--- src/rtl/seg7_pkg.sv ---
// Shared definitions for the two-digit 7-segment scan multiplexer.
// Latency: n/a (types and constants only).
// Backpressure: n/a.
package seg7_pkg;

  // Scan slots in display order; the FSM walks them strictly in this cycle.
  typedef enum logic [1:0] {
    SHOW0 = 2'd0,
    GAP0  = 2'd1,
    SHOW1 = 2'd2,
    GAP1  = 2'd3
  } scan_state_t;

  // Active-low glyphs, bit order {g,f,e,d,c,b,a}.
  localparam logic [6:0] SEG_0     = 7'h40;
  localparam logic [6:0] SEG_1     = 7'h79;
  localparam logic [6:0] SEG_2     = 7'h24;
  localparam logic [6:0] SEG_3     = 7'h30;
  localparam logic [6:0] SEG_4     = 7'h19;
  localparam logic [6:0] SEG_5     = 7'h12;
  localparam logic [6:0] SEG_6     = 7'h02;
  localparam logic [6:0] SEG_7     = 7'h78;
  localparam logic [6:0] SEG_8     = 7'h00;
  localparam logic [6:0] SEG_9     = 7'h10;
  localparam logic [6:0] SEG_DASH  = 7'h3F;
  localparam logic [6:0] SEG_BLANK = 7'h7F;

  // Active-low anode patterns; an[0] is units, an[1] is tens.
  localparam logic [1:0] AN_OFF   = 2'b11;
  localparam logic [1:0] AN_UNITS = 2'b10;
  localparam logic [1:0] AN_TENS  = 2'b01;

endpackage

--- src/rtl/bcd_to_seg7.sv ---
// BCD digit to active-low 7-segment glyph; non-BCD codes show a dash.
// Latency: purely combinational.
// Backpressure: none.
module bcd_to_seg7
  import seg7_pkg::*;
(
  input  logic [3:0] bcd,
  output logic [6:0] seg
);

  // Glyph lookup; codes 10-15 light only segment g.
  always_comb begin
    seg = SEG_DASH;
    unique case (bcd)
      4'd0:    seg = SEG_0;
      4'd1:    seg = SEG_1;
      4'd2:    seg = SEG_2;
      4'd3:    seg = SEG_3;
      4'd4:    seg = SEG_4;
      4'd5:    seg = SEG_5;
      4'd6:    seg = SEG_6;
      4'd7:    seg = SEG_7;
      4'd8:    seg = SEG_8;
      4'd9:    seg = SEG_9;
      default: seg = SEG_DASH;
    endcase
  end

endmodule

--- src/rtl/seg7_scan_mux.sv ---
// Time-multiplexed two-digit 7-segment driver with ghost gaps and overflow blink.
// Latency: inputs reach the display at the next frame boundary (en after one clock).
// Backpressure: none; free-running scan, inputs are sampled, never stalled.
module seg7_scan_mux
  import seg7_pkg::*;
#(
  parameter int SCAN_DIV     = 1000,
  parameter int GAP_CYCLES   = 2,
  parameter int BLINK_FRAMES = 50
) (
  input  logic       clk,
  input  logic       reset,
  input  logic [3:0] q0,
  input  logic [3:0] q1,
  input  logic       c,
  input  logic       en,
  output logic [6:0] seg,
  output logic       dp,
  output logic [1:0] an,
  output logic       ovf
);

  localparam int DWELL_MAX = (SCAN_DIV > GAP_CYCLES) ? SCAN_DIV : GAP_CYCLES;
  localparam int DW        = $clog2(DWELL_MAX);
  localparam int BW        = $clog2(BLINK_FRAMES + 1);

  localparam logic [DW-1:0] SHOW_LAST = DW'(SCAN_DIV - 1);
  localparam logic [DW-1:0] GAP_LAST  = DW'(GAP_CYCLES - 1);
  localparam logic [BW-1:0] BLINK_LD  = BW'(BLINK_FRAMES);

  scan_state_t   state;
  scan_state_t   state_nxt;
  logic [DW-1:0] dwell;
  logic          slot_done;
  logic          frame_wrap;
  logic [3:0]    s0;
  logic [3:0]    s1;
  logic          en_r;
  logic          c_r;
  logic          c_d;
  logic          carry_edge;
  logic [BW-1:0] blink_cnt;
  logic [3:0]    digit;
  logic [6:0]    glyph;

  // Slot ends when the shared dwell counter reaches the slot's last cycle.
  always_comb begin
    slot_done = 1'b0;
    unique case (state)
      SHOW0, SHOW1: slot_done = (dwell == SHOW_LAST);
      default:      slot_done = (dwell == GAP_LAST);
    endcase
  end

  assign frame_wrap = (state == GAP1) && slot_done;
  assign carry_edge = c_r & ~c_d;

  // State register.
  always_ff @(posedge clk or negedge reset) begin
    if (!reset) state <= SHOW0;
    else        state <= state_nxt;
  end

  // Next-state: fixed ring SHOW0 -> GAP0 -> SHOW1 -> GAP1.
  always_comb begin
    state_nxt = state;
    if (slot_done) begin
      unique case (state)
        SHOW0:   state_nxt = GAP0;
        GAP0:    state_nxt = SHOW1;
        SHOW1:   state_nxt = GAP1;
        default: state_nxt = SHOW0;
      endcase
    end
  end

  // Dwell counter restarts on every slot change.
  always_ff @(posedge clk or negedge reset) begin
    if (!reset)         dwell <= '0;
    else if (slot_done) dwell <= '0;
    else                dwell <= dwell + DW'(1);
  end

  // Shadow digits only move at the frame boundary so a frame never tears.
  always_ff @(posedge clk or negedge reset) begin
    if (!reset) begin
      s0 <= 4'd0;
      s1 <= 4'd0;
    end else if (frame_wrap) begin
      s0 <= q0;
      s1 <= q1;
    end
  end

  // Register enable and two carry stages; edge detect isolates outputs from c.
  always_ff @(posedge clk or negedge reset) begin
    if (!reset) begin
      en_r <= 1'b0;
      c_r  <= 1'b0;
      c_d  <= 1'b0;
    end else begin
      en_r <= en;
      c_r  <= c;
      c_d  <= c_r;
    end
  end

  // Overflow frame counter: a carry edge (re)loads, frame boundaries count down.
  always_ff @(posedge clk or negedge reset) begin
    if (!reset)                             blink_cnt <= '0;
    else if (carry_edge)                    blink_cnt <= BLINK_LD;
    else if (frame_wrap && blink_cnt != '0) blink_cnt <= blink_cnt - BW'(1);
  end

  assign ovf   = (blink_cnt != '0);
  assign digit = (state == SHOW1) ? s1 : s0;

  bcd_to_seg7 u_dec (
    .bcd (digit),
    .seg (glyph)
  );

  // Output decode: drive one anode in SHOW slots, everything dark otherwise.
  always_comb begin
    an  = AN_OFF;
    seg = SEG_BLANK;
    dp  = 1'b1;
    if (en_r) begin
      unique case (state)
        SHOW0: begin
          an  = AN_UNITS;
          seg = glyph;
          dp  = ~ovf;
        end
        SHOW1: begin
          an  = AN_TENS;
          seg = (s1 == 4'd0) ? SEG_BLANK : glyph;
        end
        default: begin
          an  = AN_OFF;
          seg = SEG_BLANK;
        end
      endcase
    end
  end

endmodule

--- config.mk ---
export PLATFORM = sky130hd
export DESIGN_NAME = seg7_scan_mux
export DESIGN_NICKNAME = d
export VERILOG_FILES = /design/src/rtl/seg7_pkg.sv /design/src/rtl/bcd_to_seg7.sv /design/src/rtl/seg7_scan_mux.sv
export SDC_FILE = /design/constraint.sdc
export NUM_CORES = 1
export LEC_CHECK = 0
export ABC_AREA = 1
export BUFFER_PORTS_ARGS = -buffer_cell sky130_fd_sc_hd__buf_2
export CAP_MARGIN = 20
export CORE_MARGIN = 1
export CORE_UTILIZATION = 60
export CTS_BUF_LIST = sky130_fd_sc_hd__clkbuf_16
export DETAILED_ROUTE_END_ITERATION = 7
export HOLD_SLACK_MARGIN = 0.02
export PLACE_DENSITY = 0.92
export SYNTH_ARGS = -nofsm -noshare
export SYNTH_HDL_FRONTEND = slang
export SYNTH_SLANG_ARGS = --single-unit
--- constraint.sdc ---
create_clock -name clk -period 5.6 [get_ports clk]
set_input_delay 0.56 -clock clk [delete_from_list [all_inputs] [get_ports clk]]
set_output_delay 0.56 -clock clk [all_outputs]
set_load 0.01 [all_outputs]
==> qor.csv, run 1 <==
stage,metric,value,unit
detailed_routing,drt_pre_antenna_iters,4,
cts,root_buffer,clkbuf_16,
global_route,grt_max_degree,30,
worst_setup_path,start_kind,flip-flop,
final_layout,drive_gt1_share,17.89,%
cts,holdBufCountCts,0,
worst_setup_path,crit_arrival,2.42,ns
synth,syn_inst,218,
sta,rsz0062_at_grt,no,
detailed_routing,drtIter0Drc,84,
floorplanning,die_h,55.45,microns
final_layout,area_growth,15.62,%
cts,clkSinkCount,29,
synth,yosysUniqueCellTypes,31,
synth,netlist_area,0.001714,sq mm
cts,cts_buffers,5,
cts,cts_setup_buffers,0,
synth,ys_ff_latch,29,
hold_path,holdCritPathClass,in2async,
sta,setup_tns,0,ns
sta,layout_min_cycle_time,2.981,ns
final_layout,antenna_cells,0,
final_layout,layout_common_cells,"nand2_1, nor2_1, dfrtp_1",
cts,cts_max_level,2,
cts,cts_tree,yes,
global_route,grt_use_total,25.21,%
synth,yosysSeqAreaShare,42.34,%
synth,syn-num-nets,240,
cts,cts_buffer_depth,2,
floorplanning,dieArea,0.003075,sq mm
sta,min_period_over_period,53.23,%
sta,finalHoldViolations,0,
final_layout,post-route-util,72.49,%
detailed_routing,postRouteAntennaNets,0,
place,placed_area,0.001844,sq mm
detailed_routing,drc_errors,0,
worst_setup_path,critPathMaxFanout,7,
job,drv_cap,0,
power_and_ir_drop,power_density,255.6,mW/mm^2
floorplanning,start_util,62.70,%
global_route,grt_overflow_total,0,
global_route,antenna_found_initial,0,
power_and_ir_drop,vdd_ir_drop_max,0.2889,mV
sta,finalMaxSlewViolations,0,
synth,avgSynthCellArea,7.863,sq um
place,hpwl,2.392,mm
place,io_buffers,22,
sta,timing.fmax,335.5,MHz
outcome,status,"complete, no violations",
global_route,grt_pass1_wl,5.961,mm
synth,yosys_warnings,0,
worst_setup_path,required,5.04,ns
sta,finClkSkew,0.006115,ns
final_layout,final_common_cell,nand2_1,
cts,clkLatencyLatePin,0.27,ns
cts,path_clk_slew,0.05,ns
detailed_routing,vias,1505,
sta,setup_violations,0,
detailed_routing,wl_per_cell,12.44,microns
final_layout,fin_area,0.001982,sq mm
place,finalWeightedCongestion,0.8429,
final_layout,finalNetCount,267,
detailed_routing,finalWirelength,3.445,mm
floorplanning,coreArea,0.002734,sq mm
cts,post_cts_resized,0,
floorplanning,ios,23,
sta,maxSlewHeadroom,56.96,%
worst_setup_path,end_kind,output pin,
sta,worstMarginPinSlew,0.6456,ns
global_route,grt_pass1_vias,1446,
worst_setup_path,setup.worst_path.class,reg2out,
detailed_routing,via_per_inst,5.433,
floorplanning,num_rows,19,
floorplanning,die_width,55.45,microns
power_and_ir_drop,p_leak,0.9604,nW
==> worst paths after layout <==
kind,from,endpoint,slack (ns),depth (start not counted)
setup / recovery,state[0],seg[3],2.62,10
hold / removal,reset,blink_cnt[5],0.31,1
setup reg to reg,state[0],s1[2],3.62,11
hold reg to reg,c_r,c_d,0.37,0
max in group asynchronous,reset,dwell[6],4.86,1
min in group clk,c_r,c_d,0.37,0
==> cell type report <==
type,instances,area [sq um]
clock inverters,3,12.51
inverters,23,86.33
repair buffers,22,110.1
clock buffers,5,125.1
fillers,201,752.0
multi-input cells,164,883.3
flip-flops and latches,29,725.7
well taps,31,38.79
==> stage by stage <==
| step | worst slack [ns] | hold WS (ns) | total power [W] | cells |
|---|---|---|---|---|
| global placement | 3.107 | 0.3593 | 0.0002641 | 269 |
| floorplan | 3.252 | 0.2644 | 0.0002510 | 218 |
| global route | 2.435 | 0.3702 | 0.0005284 | 277 |
| CTS | 2.629 | 0.3320 | 0.0005109 | 277 |
| finish | 2.619 | 0.3121 | 0.0005065 | 277 |
| detailed placement | 2.938 | 0.3648 | 0.0002654 | 269 |
==> per-layer routing <==
| layer | GRT usage (%) | vias to the layer above | share of wire [%] |
|---|---|---|---|
| li1 | - | 761 | - |
| met1 | 27.22 | 681 | 41 |
| met2 | 44.58 | 51 | 51 |
| met3 | 8.197 | 12 | 5.7 |
| met4 | 11.43 | 0 | 2.7 |
| met5 | 0 | - | 0 |
==> sequential cells by signal, summed over array words and instances, names as in the netlist <==
signal     cells
dwell         10
blink_cnt      6
en_r           1
s0             4
c_r            1
c_d            1
state          2
s1             4
==> cells in the mapped netlist, drive strengths merged <==
cell,count,area (sq um)
nor2,37,185.2
buf,2,18.77
ha,10,125.1
nand2,61,241.5
a31o,1,8.760
nor3,3,20.02
o21bai,1,7.510
clkinv,1,3.750
inv,22,82.58
xnor2,1,8.760
nand4,4,31.28
o21a,1,7.510
o21ai,9,48.79
a31oi,1,6.260
or2,2,12.52
nand3,21,105.1
a21oi,8,40.04
xor2,4,35.03
dfrtp,29,725.7
==> where the power goes <==
| part | total (W) | switching (W) | internal, W | leakage [nW] |
|---|---|---|---|---|
| clock | 0.000243 | 0.0000833 | 0.000159 | 0.0687 |
| combinational | 0.0000376 | 0.0000241 | 0.0000135 | 0.556 |
| sequential | 0.000226 | 0.00000744 | 0.000219 | 0.336 |
| total | 0.000506 | 0.000115 | 0.000392 | 0.960 |
==> critical path: stages (launching register included) <==
cell and delay (ns):
dfrtp_1 0.38, inv_1 0.15, ha_1 0.38, inv_2 0.07
or2_0 0.19, o21ai_0 0.17, ha_1 0.32, o21ai_0 0.22
nand2_1 0.09, nand2_1 0.06, buf_2 0.12
==> cell families after synthesis <==
family	count (synthesis)	share of synthesized area [%]
XOR/XNOR	5	2.555
buffers and inverters	25	6.131
AO/OA/AOI/OAI	21	6.935
adder cells (fa/ha/maj)	10	7.299
flip-flops	29	42.34
AND/OR/NAND/NOR	128	34.75
Power figures use the tool's default switching activity.
==> run 2, diff against run 1 <==
--- a/config.mk
+++ b/config.mk
@@ -9,11 +9,11 @@
 export BUFFER_PORTS_ARGS = -buffer_cell sky130_fd_sc_hd__buf_2
 export CAP_MARGIN = 20
 export CORE_MARGIN = 1
-export CORE_UTILIZATION = 60
+export CORE_UTILIZATION = 57
 export CTS_BUF_LIST = sky130_fd_sc_hd__clkbuf_16
 export DETAILED_ROUTE_END_ITERATION = 7
 export HOLD_SLACK_MARGIN = 0.02
-export PLACE_DENSITY = 0.92
+export PLACE_DENSITY = 0.88
 export SYNTH_ARGS = -nofsm -noshare
 export SYNTH_HDL_FRONTEND = slang
 export SYNTH_SLANG_ARGS = --single-unit
==> constraint.sdc (replaced) <==
create_clock -name clk -period 2.95 [get_ports clk]
set_input_delay 0.295 -clock clk [delete_from_list [all_inputs] [get_ports clk]]
set_output_delay 0.295 -clock clk [all_outputs]
set_load 0.01 [all_outputs]
==> run 2 against run 1 <==
  * Cell area did not move
  * Largest power group unchanged
  * Critical endpoint unchanged
  * Die area rose by 5.1%
  * The flow now finishes with violations (DRC)
  * Clock skew decreased by 0.0011 ns
  * Clock-buffer cell count unchanged
  * Critical path depth unchanged
  * First-iteration DRC count is 7.1% higher
  * Flip-flop and latch count unchanged
  * Clock power rose by 93%
  * Sequential share of layout area unchanged
  * Via count down 0.40%
  * Hold slack got worse by 0.28 ns
==> qor.csv, run 2 (same netlist as run 1, synthesis figures left out) <==
stage,metric,value,unit,change
final_layout,antenna_cells,0,,unchanged
global_route,grt_use_total,23.88,%,-1.3 points
floorplanning,dieArea,0.003231,sq mm,+5.1%
worst_setup_path,path_cells,"inv_1, ha_1, inv_2, or2_0, o21ai_0, ha_1, o21ai_0, nand2_1, nand2_1, buf_2",,
final_layout,fin_area,0.001982,sq mm,unchanged
final_layout,finalNetCount,267,,unchanged
cts,clkLatencyLatePin,0.27,ns,about the same
sta,worstMarginPinSlew,0.6162,ns,-0.02939 ns
final_layout,layout_common_cells,"nand2_1, nor2_1, dfrtp_1",,
global_route,antenna_found_initial,0,,unchanged
cts,cts_buffer_depth,2,,unchanged
worst_setup_path,slowest_stage,ha_1,,
worst_setup_path,critPathMaxFanout,7,,unchanged
worst_setup_path,start_kind,flip-flop,,
worst_setup_path,end_kind,output pin,,
final_layout,drive_gt1_share,17.89,%,unchanged
floorplanning,die_h,56.84,microns,+2.5%
final_layout,area_growth,15.62,%,unchanged
cts,cts_setup_buffers,0,,unchanged
worst_setup_path,setup.worst_path.class,reg2out,,
sta,layout_min_cycle_time,2.623,ns,
final_layout,final_common_cell,nand2_1,,
floorplanning,ios,23,,unchanged
cts,path_clk_slew,0.05,ns,about the same
final_layout,largest_reg_flops,10,,unchanged
detailed_routing,via_per_inst,5.412,,-0.40%
floorplanning,die_width,56.84,microns,+2.5%
detailed_routing,wl_per_cell,12.13,microns,-2.4%
cts,holdBufCountCts,0,,unchanged
sta,setup_violations,0,,unchanged
floorplanning,num_rows,19,,unchanged
outcome,failed_checks,DRC,,
place,finalWeightedCongestion,0.8138,,-3.5%
detailed_routing,vias,1499,,-0.40%
final_layout,top_regs,"dwell x10, blink_cnt x6",,
power_and_ir_drop,vdd_ir_drop_max,0.3275,mV,+13%
worst_setup_path,crit_arrival,2.33,ns,-0.09 ns
cts,cts_max_level,2,,unchanged
hold_path,holdCritPathClass,in2async,,
sta,rsz0062_at_grt,no,,
job,drv_cap,0,,unchanged
place,hpwl,2.318,mm,-3.1%
cts,cts_tree,yes,,
sta,finClkSkew,0.004979,ns,-0.001136 ns
outcome,status,finished with violations,,
sta,finalMaxSlewViolations,0,,unchanged
floorplanning,coreArea,0.002805,sq mm,+2.6%
global_route,grt_max_degree,30,,unchanged
power_and_ir_drop,total_power,0.0009708,W,+92%
detailed_routing,finalWirelength,3.361,mm,-2.4%
detailed_routing,drc_errors,8,,+8
final_layout,fillerInstances,235,,+17%
sta,maxSlewHeadroom,58.92,%,+2.0 points
global_route,grt_pass1_vias,1398,,-3.3%
cts,cts_buffers,5,,unchanged
sta,timing.fmax,381.3,MHz,
worst_setup_path,required,2.65,ns,-2.39 ns
detailed_routing,drt_pre_antenna_iters,6,,+2
place,io_buffers,22,,unchanged
sta,min_period_over_period,88.91,%,
power_and_ir_drop,power_density,489.8,mW/mm^2,+92%
cts,clkSinkCount,29,,unchanged
detailed_routing,drtIter0Drc,90,,+7.1%
final_layout,top_register,dwell,,
global_route,grt_overflow_total,0,,unchanged
global_route,grt_pass1_wl,5.796,mm,-2.8%
place,placed_area,0.001844,sq mm,unchanged
sta,setup_tns,0,ns,unchanged
cts,root_buffer,clkbuf_16,,
sta,finalHoldViolations,0,,unchanged
floorplanning,start_util,61.11,%,-1.6 points
worst_setup_path,slowest_delay,0.38,ns,about the same
detailed_routing,postRouteAntennaNets,0,,unchanged
power_and_ir_drop,p_leak,0.9604,nW,unchanged
cts,post_cts_resized,0,,unchanged
## run 2: cell counts in the layout (fill, tap and decap cells not counted)
No cell type changed its count.
## run 2: final timing paths
check,slack (ns),startpoint,end,cells past startpoint
max in group asynchronous,2.51,reset,s1[0],1
min in group clk,0.12,c,c_r,1
max reg2reg,0.95,state[0],s1[2],11
min reg2reg,0.37,c_r,c_d,0
max,0.33,state[0],seg[3],10
min,0.03,reset,blink_cnt[3],1
## run 2: stage by stage
step                      hold slack (ns)  util [%]  setup slack (ns)  std cells
after floorplan                -0.0005911         -            0.8671        218
after global placement             0.3472     65.74            0.7306        269
after detailed placement           0.3475     65.74            0.6543        269
after CTS                         0.06295     70.65            0.3379        277
after global routing              0.09982     70.65            0.1731        277
final                             0.03356     70.65            0.3271        277
## run 2: power breakdown
| part | internal, W | total [W] | switching, W |
|---|---|---|---|
| sequential | 0.000415 | 0.000429 | 0.0000144 |
| combinational | 0.0000257 | 0.0000712 | 0.0000454 |
| clock | 0.000304 | 0.000470 | 0.000167 |
## run 2: critical path, delay by kind of cell (launching register included)
family | cells | cell delay (ns)
AOI/OAI and AO/OA | 2 | 0.33
adders and majority gates | 2 | 0.70
buffers and inverters | 3 | 0.34
DFF | 1 | 0.37
and+or+nand+nor | 3 | 0.32
## run 2: metal layers
metal  part of all wire, %  wire length, microns  vias to the layer above  GRT usage, %
met3                   5.1                   172                        8         7.373
met1                    43                  1431                      691         26.89
met4                   2.0                    67                        0         11.50
met5                     0                     0                        -             0
met2                    50                  1690                       47         40.99
li1                      -                     -                      753             -
## run 2: final cells by class
type                            count  area, sq um  area share (%)
Clock buffer                        5        125.1           6.313
Clock inverter                      3        12.51          0.6313
Inverter                           23        86.33           4.356
Multi-Input combinational cell    164        883.3           44.57
Sequential cell                    29        725.7           36.62
Tap cell                           31        38.79           1.957
Timing Repair Buffer               22        110.1           5.556
